`config.mk`:
```
export PLATFORM = sky130hd
export DESIGN_NAME = mont_exp_ctrl
export DESIGN_NICKNAME = d
export VERILOG_FILES = /design/src/rtl/mont_pkg.sv /design/src/rtl/mont_lsu_mux.sv /design/src/rtl/mont_exp_ctrl.sv
export SDC_FILE = /design/constraint.sdc
export NUM_CORES = 1
export LEC_CHECK = 0
export BUFFER_PORTS_ARGS = -buffer_cell sky130_fd_sc_hd__buf_2
export CAP_MARGIN = 20
export CORE_UTILIZATION = 35
export CTS_CLUSTER_SIZE = 28
export DETAILED_ROUTE_END_ITERATION = 8
export PLACE_DENSITY_LB_ADDON = 0.25
export SLEW_MARGIN = 20
export SYNTH_ARGS = -nofsm -noshare
export SYNTH_HDL_FRONTEND = slang
export SYNTH_HIERARCHICAL = 1
export SYNTH_SLANG_ARGS = --single-unit
```
`constraint.sdc`:
```
create_clock -name clk -period 9.1 [get_ports clk]
set_input_delay 2.73 -clock clk [delete_from_list [all_inputs] [get_ports clk]]
set_output_delay 2.73 -clock clk [all_outputs]
set_load 0.01 [all_outputs]
```
`src/rtl/mont_pkg.sv`:
```
// Shared definitions for the Montgomery exponentiation sequencer and its LSU mux.
// Holds the mont_mul operand-select codes, the word width and the FSM state encoding.
package mont_pkg;

    localparam int WORD_W = 32;

    localparam logic [1:0] SEL_B   = 2'd0;
    localparam logic [1:0] SEL_N   = 2'd1;
    localparam logic [1:0] SEL_A   = 2'd2;
    localparam logic [1:0] SEL_RES = 2'd3;

    typedef enum logic [2:0] {
        ST_IDLE    = 3'd0,
        ST_LD_EXP  = 3'd1,
        ST_SQ      = 3'd2,
        ST_GAP_SQ  = 3'd3,
        ST_MUL     = 3'd4,
        ST_GAP_MUL = 3'd5,
        ST_ADV     = 3'd6,
        ST_FIN     = 3'd7
    } state_e;

endpackage

```
`src/rtl/mont_lsu_mux.sv`:
```
// Combinational owner select for the single LSU port plus mont_mul base-address decode.
// Operand B is the accumulator while squaring and x while multiplying.
module mont_lsu_mux
    import mont_pkg::*;
#(
    parameter int AW = 32
) (
    input  logic              mm_own,
    input  logic              is_mul,
    input  logic [1:0]        mm_sel,
    input  logic [AW-1:0]     x_addr,
    input  logic [AW-1:0]     n_addr,
    input  logic [AW-1:0]     acc_addr,
    input  logic              mm_ren,
    input  logic              mm_wen,
    input  logic [AW-1:0]     mm_addr_off,
    input  logic [WORD_W-1:0] mm_wdata,
    output logic              mm_lsu_done,
    output logic [WORD_W-1:0] mm_rdata,
    input  logic              ctl_ren,
    input  logic [AW-1:0]     ctl_addr,
    output logic              lsu_ren,
    output logic              lsu_wen,
    output logic [AW-1:0]     lsu_addr,
    output logic [WORD_W-1:0] lsu_wdata,
    input  logic [WORD_W-1:0] lsu_rdata,
    input  logic              lsu_done
);

    logic [AW-1:0] base;

    always_comb begin
        base = acc_addr;
        case (mm_sel)
            SEL_B:   base = is_mul ? x_addr : acc_addr;
            SEL_N:   base = n_addr;
            default: base = acc_addr;
        endcase
    end

    always_comb begin
        lsu_ren     = ctl_ren;
        lsu_wen     = 1'b0;
        lsu_addr    = ctl_addr;
        lsu_wdata   = '0;
        mm_lsu_done = 1'b0;
        mm_rdata    = '0;
        if (mm_own) begin
            lsu_ren     = mm_ren;
            lsu_wen     = mm_wen;
            lsu_addr    = base + mm_addr_off;
            lsu_wdata   = mm_wdata;
            mm_lsu_done = lsu_done;
            mm_rdata    = lsu_rdata;
        end
    end

endmodule

```
`src/rtl/mont_exp_ctrl.sv`:
```
// Left-to-right square-and-multiply sequencer driving mont_mul and owning the LSU port.
// Every exponent bit is squared (no leading-zero skip); set bits add one multiply by x.
module mont_exp_ctrl
    import mont_pkg::*;
#(
    parameter int EXP_WORDS = 8,
    parameter int AW        = 32
) (
    input  logic              clk,
    input  logic              rst_n,
    input  logic              start,
    input  logic [AW-1:0]     exp_addr,
    input  logic [AW-1:0]     x_addr,
    input  logic [AW-1:0]     n_addr,
    input  logic [AW-1:0]     acc_addr,
    output logic              busy,
    output logic              done,
    output logic              mm_start,
    input  logic              mm_done,
    input  logic [1:0]        mm_sel,
    input  logic              mm_ren,
    input  logic              mm_wen,
    input  logic [AW-1:0]     mm_addr_off,
    input  logic [WORD_W-1:0] mm_wdata,
    output logic              mm_lsu_done,
    output logic [WORD_W-1:0] mm_rdata,
    output logic              lsu_ren,
    output logic              lsu_wen,
    output logic [AW-1:0]     lsu_addr,
    output logic [WORD_W-1:0] lsu_wdata,
    input  logic [WORD_W-1:0] lsu_rdata,
    input  logic              lsu_done
);

    localparam int WIDX_W = (EXP_WORDS > 1) ? $clog2(EXP_WORDS) : 1;

    state_e              state_q, state_d;
    logic [WIDX_W-1:0]   widx_q, widx_d;
    logic [4:0]          bit_idx_q, bit_idx_d;
    logic [WORD_W-1:0]   word_q, word_d;
    logic                ctl_ren;
    logic [AW-1:0]       ctl_addr;

    always_ff @(posedge clk or negedge rst_n) begin
        if (!rst_n) begin
            state_q   <= ST_IDLE;
            widx_q    <= '0;
            bit_idx_q <= '0;
            word_q    <= '0;
        end else begin
            state_q   <= state_d;
            widx_q    <= widx_d;
            bit_idx_q <= bit_idx_d;
            word_q    <= word_d;
        end
    end

    always_comb begin
        state_d   = state_q;
        widx_d    = widx_q;
        bit_idx_d = bit_idx_q;
        word_d    = word_q;
        busy      = 1'b1;
        done      = 1'b0;
        mm_start  = 1'b0;
        ctl_ren   = 1'b0;
        ctl_addr  = '0;
        case (state_q)
            ST_IDLE: begin
                busy = 1'b0;
                if (start) begin
                    widx_d    = WIDX_W'(EXP_WORDS - 1);
                    bit_idx_d = 5'd31;
                    state_d   = ST_LD_EXP;
                end
            end
            ST_LD_EXP: begin
                ctl_ren  = 1'b1;
                ctl_addr = exp_addr + (AW'(widx_q) << 2);
                if (lsu_done) begin
                    word_d  = lsu_rdata;
                    state_d = ST_SQ;
                end
            end
            ST_SQ: begin
                mm_start = 1'b1;
                if (mm_done) state_d = ST_GAP_SQ;
            end
            // The exponent word is shifted left, so the current bit is always the MSB.
            ST_GAP_SQ:  state_d = word_q[WORD_W-1] ? ST_MUL : ST_ADV;
            ST_MUL: begin
                mm_start = 1'b1;
                if (mm_done) state_d = ST_GAP_MUL;
            end
            ST_GAP_MUL: state_d = ST_ADV;
            ST_ADV: begin
                word_d = word_q << 1;
                if (bit_idx_q != 5'd0) begin
                    bit_idx_d = bit_idx_q - 5'd1;
                    state_d   = ST_SQ;
                end else if (widx_q != '0) begin
                    widx_d    = widx_q - 1'b1;
                    bit_idx_d = 5'd31;
                    state_d   = ST_LD_EXP;
                end else begin
                    state_d = ST_FIN;
                end
            end
            ST_FIN: begin
                busy    = 1'b0;
                done    = 1'b1;
                state_d = ST_IDLE;
            end
            default: begin
                busy    = 1'b0;
                state_d = ST_IDLE;
            end
        endcase
    end

    mont_lsu_mux #(
        .AW(AW)
    ) u_lsu_mux (
        .mm_own      ((state_q == ST_SQ) || (state_q == ST_MUL)),
        .is_mul      (state_q == ST_MUL),
        .mm_sel      (mm_sel),
        .x_addr      (x_addr),
        .n_addr      (n_addr),
        .acc_addr    (acc_addr),
        .mm_ren      (mm_ren),
        .mm_wen      (mm_wen),
        .mm_addr_off (mm_addr_off),
        .mm_wdata    (mm_wdata),
        .mm_lsu_done (mm_lsu_done),
        .mm_rdata    (mm_rdata),
        .ctl_ren     (ctl_ren),
        .ctl_addr    (ctl_addr),
        .lsu_ren     (lsu_ren),
        .lsu_wen     (lsu_wen),
        .lsu_addr    (lsu_addr),
        .lsu_wdata   (lsu_wdata),
        .lsu_rdata   (lsu_rdata),
        .lsu_done    (lsu_done)
    );

endmodule

```
Word-level counts from Yosys, hierarchy flattened
Index checks and enable logic that the tools add are counted.

cells by class
  add/sub/neg operators = 4
  multipliers = 0
  div/mod/pow operators = 0
  magnitude comparators = 0
  equality and inequality tests = 15
  shift operators = 0
  multiplexer cells = 31
  bitwise logic cells = 0
  reductions and logical operators = 13

operator list
  cell                                                                number
  32-bit two-way mux                                                  6
  32-bit one-hot mux with 2 select lines                              2
  32-bit adder                                                        1
  32-bit by 5-bit adder with 32-bit output                            1
  3-bit two-way mux                                                   9
  3-bit one-hot mux with 8 select lines                               1
  5-bit two-way mux                                                   3
  3-bit == test, second input constant                                4
  2-bit != test, second input constant                                6
  5-bit one-hot mux with 2 select lines                               1
  4-bit AND reduction                                                 2
  1-bit two-way mux                                                   7
  3-bit by 2-bit == test with 1-bit output, second input constant     2
  3-bit one-hot mux with 2 select lines                               1
  5-bit nonzero test                                                  1
  5-bit by 1-bit subtractor with 5-bit output, second input constant  1
  2-bit nonzero test                                                  2
  2-bit OR reduction                                                  2
  3-bit by 1-bit == test with 1-bit output, second input constant     1
  3-bit zero test                                                     1
  3-bit != test, second input constant                                1
  3-bit AND reduction                                                 1
  3-bit nonzero test                                                  1
  3-bit by 1-bit subtractor with 3-bit output, second input constant  1
  other kinds (5)                                                     5

storage, ports and cells
  bits in registers = 43
  bits in latches = 0
  bits in writable memories = 0
  memory bits (read-only) = 0
  input port bits = 233
  output and inout port bits = 102
  logic and storage cells = 67
  memories kept = 0

Depth between registers and ports, before layout
  depth in word-level cells = 5
  mapped depth = 17
  gate-level depth less buffers = 15

Cells and area by module
Netlist, hierarchy kept.

by module, submodules not included
  module         instances  cells each  area each (um2)  seq. area each (um2)
  mont_lsu_mux   1          496         3210.6           0.0
  mont_exp_ctrl  1          390         2967.8           1076.0

Least setup slack after synthesis
OpenSTA, ideal clock, no wires.

  path type = in2out
  from = in mm_sel[0]
  to = out lsu_addr[28]
  data arrival time = 5535 ps
  data required time = 6370 ps
  setup slack = 835 ps
  stages = 15
  buffers on the path = 2
  cell sequence = clkbuf_1 > nor2b_1 > clkbuf_1 > a22oi_1 > o21ai_0 > ha_1 > inv_1 > fa_1 > nand2b_1 > a21oi_1 > o21ai_1 > a211oi_1 > nor4_1 > o2111a_1 > a221o_1

between the ends
  word-level cells in the longest chain between the ends = 4
  elaborated cells on any way between the ends = 5
  those cells by class = 1 x add/sub; 1 x eq/ne; 2 x mux; 1 x reduce/logical

ends and longest elaborated chain
  item                                                                                RTL line             RTL
  from (decl)                                                                         mont_exp_ctrl.sv:20  input logic [1:0] mm_sel,
  2-bit by 1-bit == test with 1-bit output / 2-bit zero test (equally long branches)  mont_lsu_mux.sv:34   case (mm_sel)
  32-bit one-hot mux with 2 select lines *                                            mont_lsu_mux.sv:34
  32-bit adder *                                                                      mont_lsu_mux.sv:51   lsu_addr = base + mm_addr_off;
  32-bit two-way mux *                                                                mont_lsu_mux.sv:48   if (mm_own) begin
  to (decl)                                                                           mont_exp_ctrl.sv:29  output logic [AW-1:0] lsu_addr,

Every way passes the cells marked *; elsewhere a longest branch is shown, timed or not.

Worst setup path after layout
  from = in mm_sel[0]
  to = out lsu_addr[30]

Same word-level chain as after synthesis.

==> out/results.txt <==
largest net degree at the start of global routing: 55
H-tree depth: 2
Slew HR: 0.527
Buffers & Inverters on Critical Path: 4
final core occ: 0.474
CTS sink count: 43
Worst Setup Start Kind: input pin
most common cell after layout, fill and taps aside: buf_2
PwrDens: 232 mW/mm²
Skew-Pair Late Insertion Delay: 0.29 ns
WP data required: 6.37 ns
register area: 0.00108 mm²
Final min period: 8.64 ns
DIE HEIGHT: 135 µm
CTS tree: built
Finished Layout Cells: 1408
GR Util met2: 0.383
Starting Density: 0.357
max incr delay on CP: 0.37 ns
syn avg cell area: 6.97 µm²
CTS clk-pin slew, worst paths: 0.06 ns
endpoints failing setup: 0
Boundary Pins: 335
met1 GRT Util: 0.292
WP data arrival: 5.91 ns
share of layout cells above drive strength 1: 0.325
Vias/cell: 5.29
port bufs: 334
Yosys Warn Count: 6
Yosys cell types: 69
Syn Nets: 1160
met3 Track Usage GR: 0.0349
final max-slew violation count: 0
most used routing layer: met2
critical setup path kind: in2out
CP delay by family, top: compound AO/OA/AOI/OAI gates
final hold violations: 0
leak pwr: 4.02 nW
FFs w/ async S/R, synth: 1.00
antenna violations before repair: 4
Root Driver: clkbuf_16
status: finished, final reports clean
Netlist Area Pre-Place: 0.00618 mm²
core area: 0.0173 mm²
first-pass GRT wire length: 32.9 mm
drt pass-1 iters: 6
Fillers: 1776
Max-Cap Viols: 0
Seq/Total Area, Yosys: 0.174
RSZ-0062 raised after global routing: no
row count: 48
Die ar.: 0.0182 mm²
FMAX: 0.116 GHz
#FFs+latches synth: 43
peak supply drop: 0.196 mV
Crit-path slowest cell: a2bb2oi_1
gr usage total: 0.225
setup TNS: 0 ns
Synth Flop Type: dfrtp_1
most frequent cells in the layout: 333 x buf_2, 117 x nand2_1, 81 x nor2_1, 76 x and2_1, 60 x a21oi_1
Final HPWL DP: 17.7 mm
crit path max fanout: 16
CTS Buf Count: 5
grt total ovfl: 0
vias in the first global route: 6643
die width: 135 µm
Crit. End Element: primary output
multi-input logic area: 0.00479 mm²
Hold Buf Count CTS: 0
Worst-Margin Slew: 0.708 ns
Mapped Cells: 886
Cell Chain, Critical Path: buf_2, o21bai_4, buf_4, buf_4, nand2_1, o21ai_0, ha_1, a21oi_1, o21bai_1, a311oi_1, a2bb2oi_1, a21oi_1, o41ai_1, nand3_1, buf_2
post-route antenna net violation count: 0
Final period util: 0.949
drt drc: 0
Post-synth EDFFs: 0
routability congestion estimate: 0.919
Layout Skew: 0.00560 ns
Clock Tree Buf Depth: 2
Nets: 1453
total routed wirelength: 21.8 mm
area growth from synthesis to layout: 32.7%
via count: 7451
DRT iter0 DRCs: 390
HP Class: reg2reg
WL/cell: 15.5 µm
Post-Place Cells: 1397
-- what timing repair did --
action,in CTS,in global routing
setup endpoints to repair,0,1
resized for setup,0,1
endpoints found under the hold margin,0,0
buffers inserted,0,0
-- sequential cells by signal (all words and copies together) (netlist names) --
register   flops
widx_q         3
word_q        32
state_q        3
bit_idx_q      5
-- report_power, final --
group | total [W] | internal [W] | switching (W)
Sequential | 0.000345 | 0.000277 | 0.0000671
Combinational | 0.00132 | 0.000567 | 0.000756
Clock | 0.000233 | 0.000157 | 0.0000759
Total | 0.00190 | 0.00100 | 0.000899
-- final timing paths --
path | startpoint | endpoint | slack, ns | depth (start not counted)
setup / recovery | mm_sel[0] | lsu_addr[30] | 0.46 | 15
hold / removal | word_q[31] | state_q[1] | 0.48 | 1
setup reg to reg | state_q[0] | word_q[8] | 6.28 | 6
hold reg to reg | word_q[31] | state_q[1] | 0.48 | 1
max in group asynchronous | rst_n | word_q[14] | 6.27 | 1
min in group asynchronous | rst_n | bit_idx_q[2] | 2.42 | 1
-- metal layers --
layer | part of all wire | vias up
met5 | 0.00060 | -
met1 | 0.44 | 3348
met2 | 0.47 | 273
met4 | 0.017 | 2
li1 | - | 3805
met3 | 0.069 | 23
-- worst register-to-register path, delay by kind of cell (launching register included) --
family	cells	cell delay, ns
AND/OR/NAND/NOR	3	1.27
AO/OA/AOI/OAI	1	0.19
flip-flops	1	0.59
buffers and inverters	2	0.70
-- area by class of cell --
| cell class | instances | area share |
|---|---|---|
| sequential | 43 | 0.131 |
| timing repair buffer | 345 | 0.214 |
| clock inverter | 3 | 0.00824 |
| clock buffer | 5 | 0.0153 |
| multi-input combinational | 758 | 0.584 |
| tap | 225 | 0.0343 |
| antenna | 3 | 0.000916 |
| inverter | 26 | 0.0119 |
-- per-stage QoR --
| step | total power [W] | setup slack [ns] | hold slack (ns) | cell area, µm² |
|---|---|---|---|---|
| 5_1_grt | 0.00206 | 0.181 | 0.519 | 8190 |
| 2_1_floorplan | 0.00121 | 0.835 | 0.442 | 6180 |
| 6_report | 0.00190 | 0.462 | 0.482 | 8200 |
| 4_1_cts | 0.00191 | 0.328 | 0.490 | 8180 |
| 3_3_place_gp | 0.00166 | 0.453 | 0.460 | 7990 |
| 3_5_place_dp | 0.00167 | 0.354 | 0.476 | 7990 |
-- cells by family (layout without fill, tap and decap cells) --
logic type,after synthesis,count (layout),synth area share
other,0,3,0
AOI/OAI and AO/OA,273,273,0.282
muxes,24,24,0.0431
adders and majority gates,41,41,0.0855
xor gates and xnor gates,29,29,0.0411
buffers and inverters,85,379,0.0547
DFF,43,43,0.174
and+or+nand+nor,391,391,0.320
-- synthesized netlist by cell type (all sizes together) (18+ instances only) --
library cell  number  area (µm²)
nand2            117         439
clkbuf            46         173
inv               26        97.6
and2              76         475
nor2              82         308
dfrtp             43        1080
a31oi             22         138
ha                39         488
nand3             21         105
a22oi             32         240
xnor2             18         158
mux2              21         236
a21oi             60         300
o21ai             66         330
(Power assumes the default switching activity.)
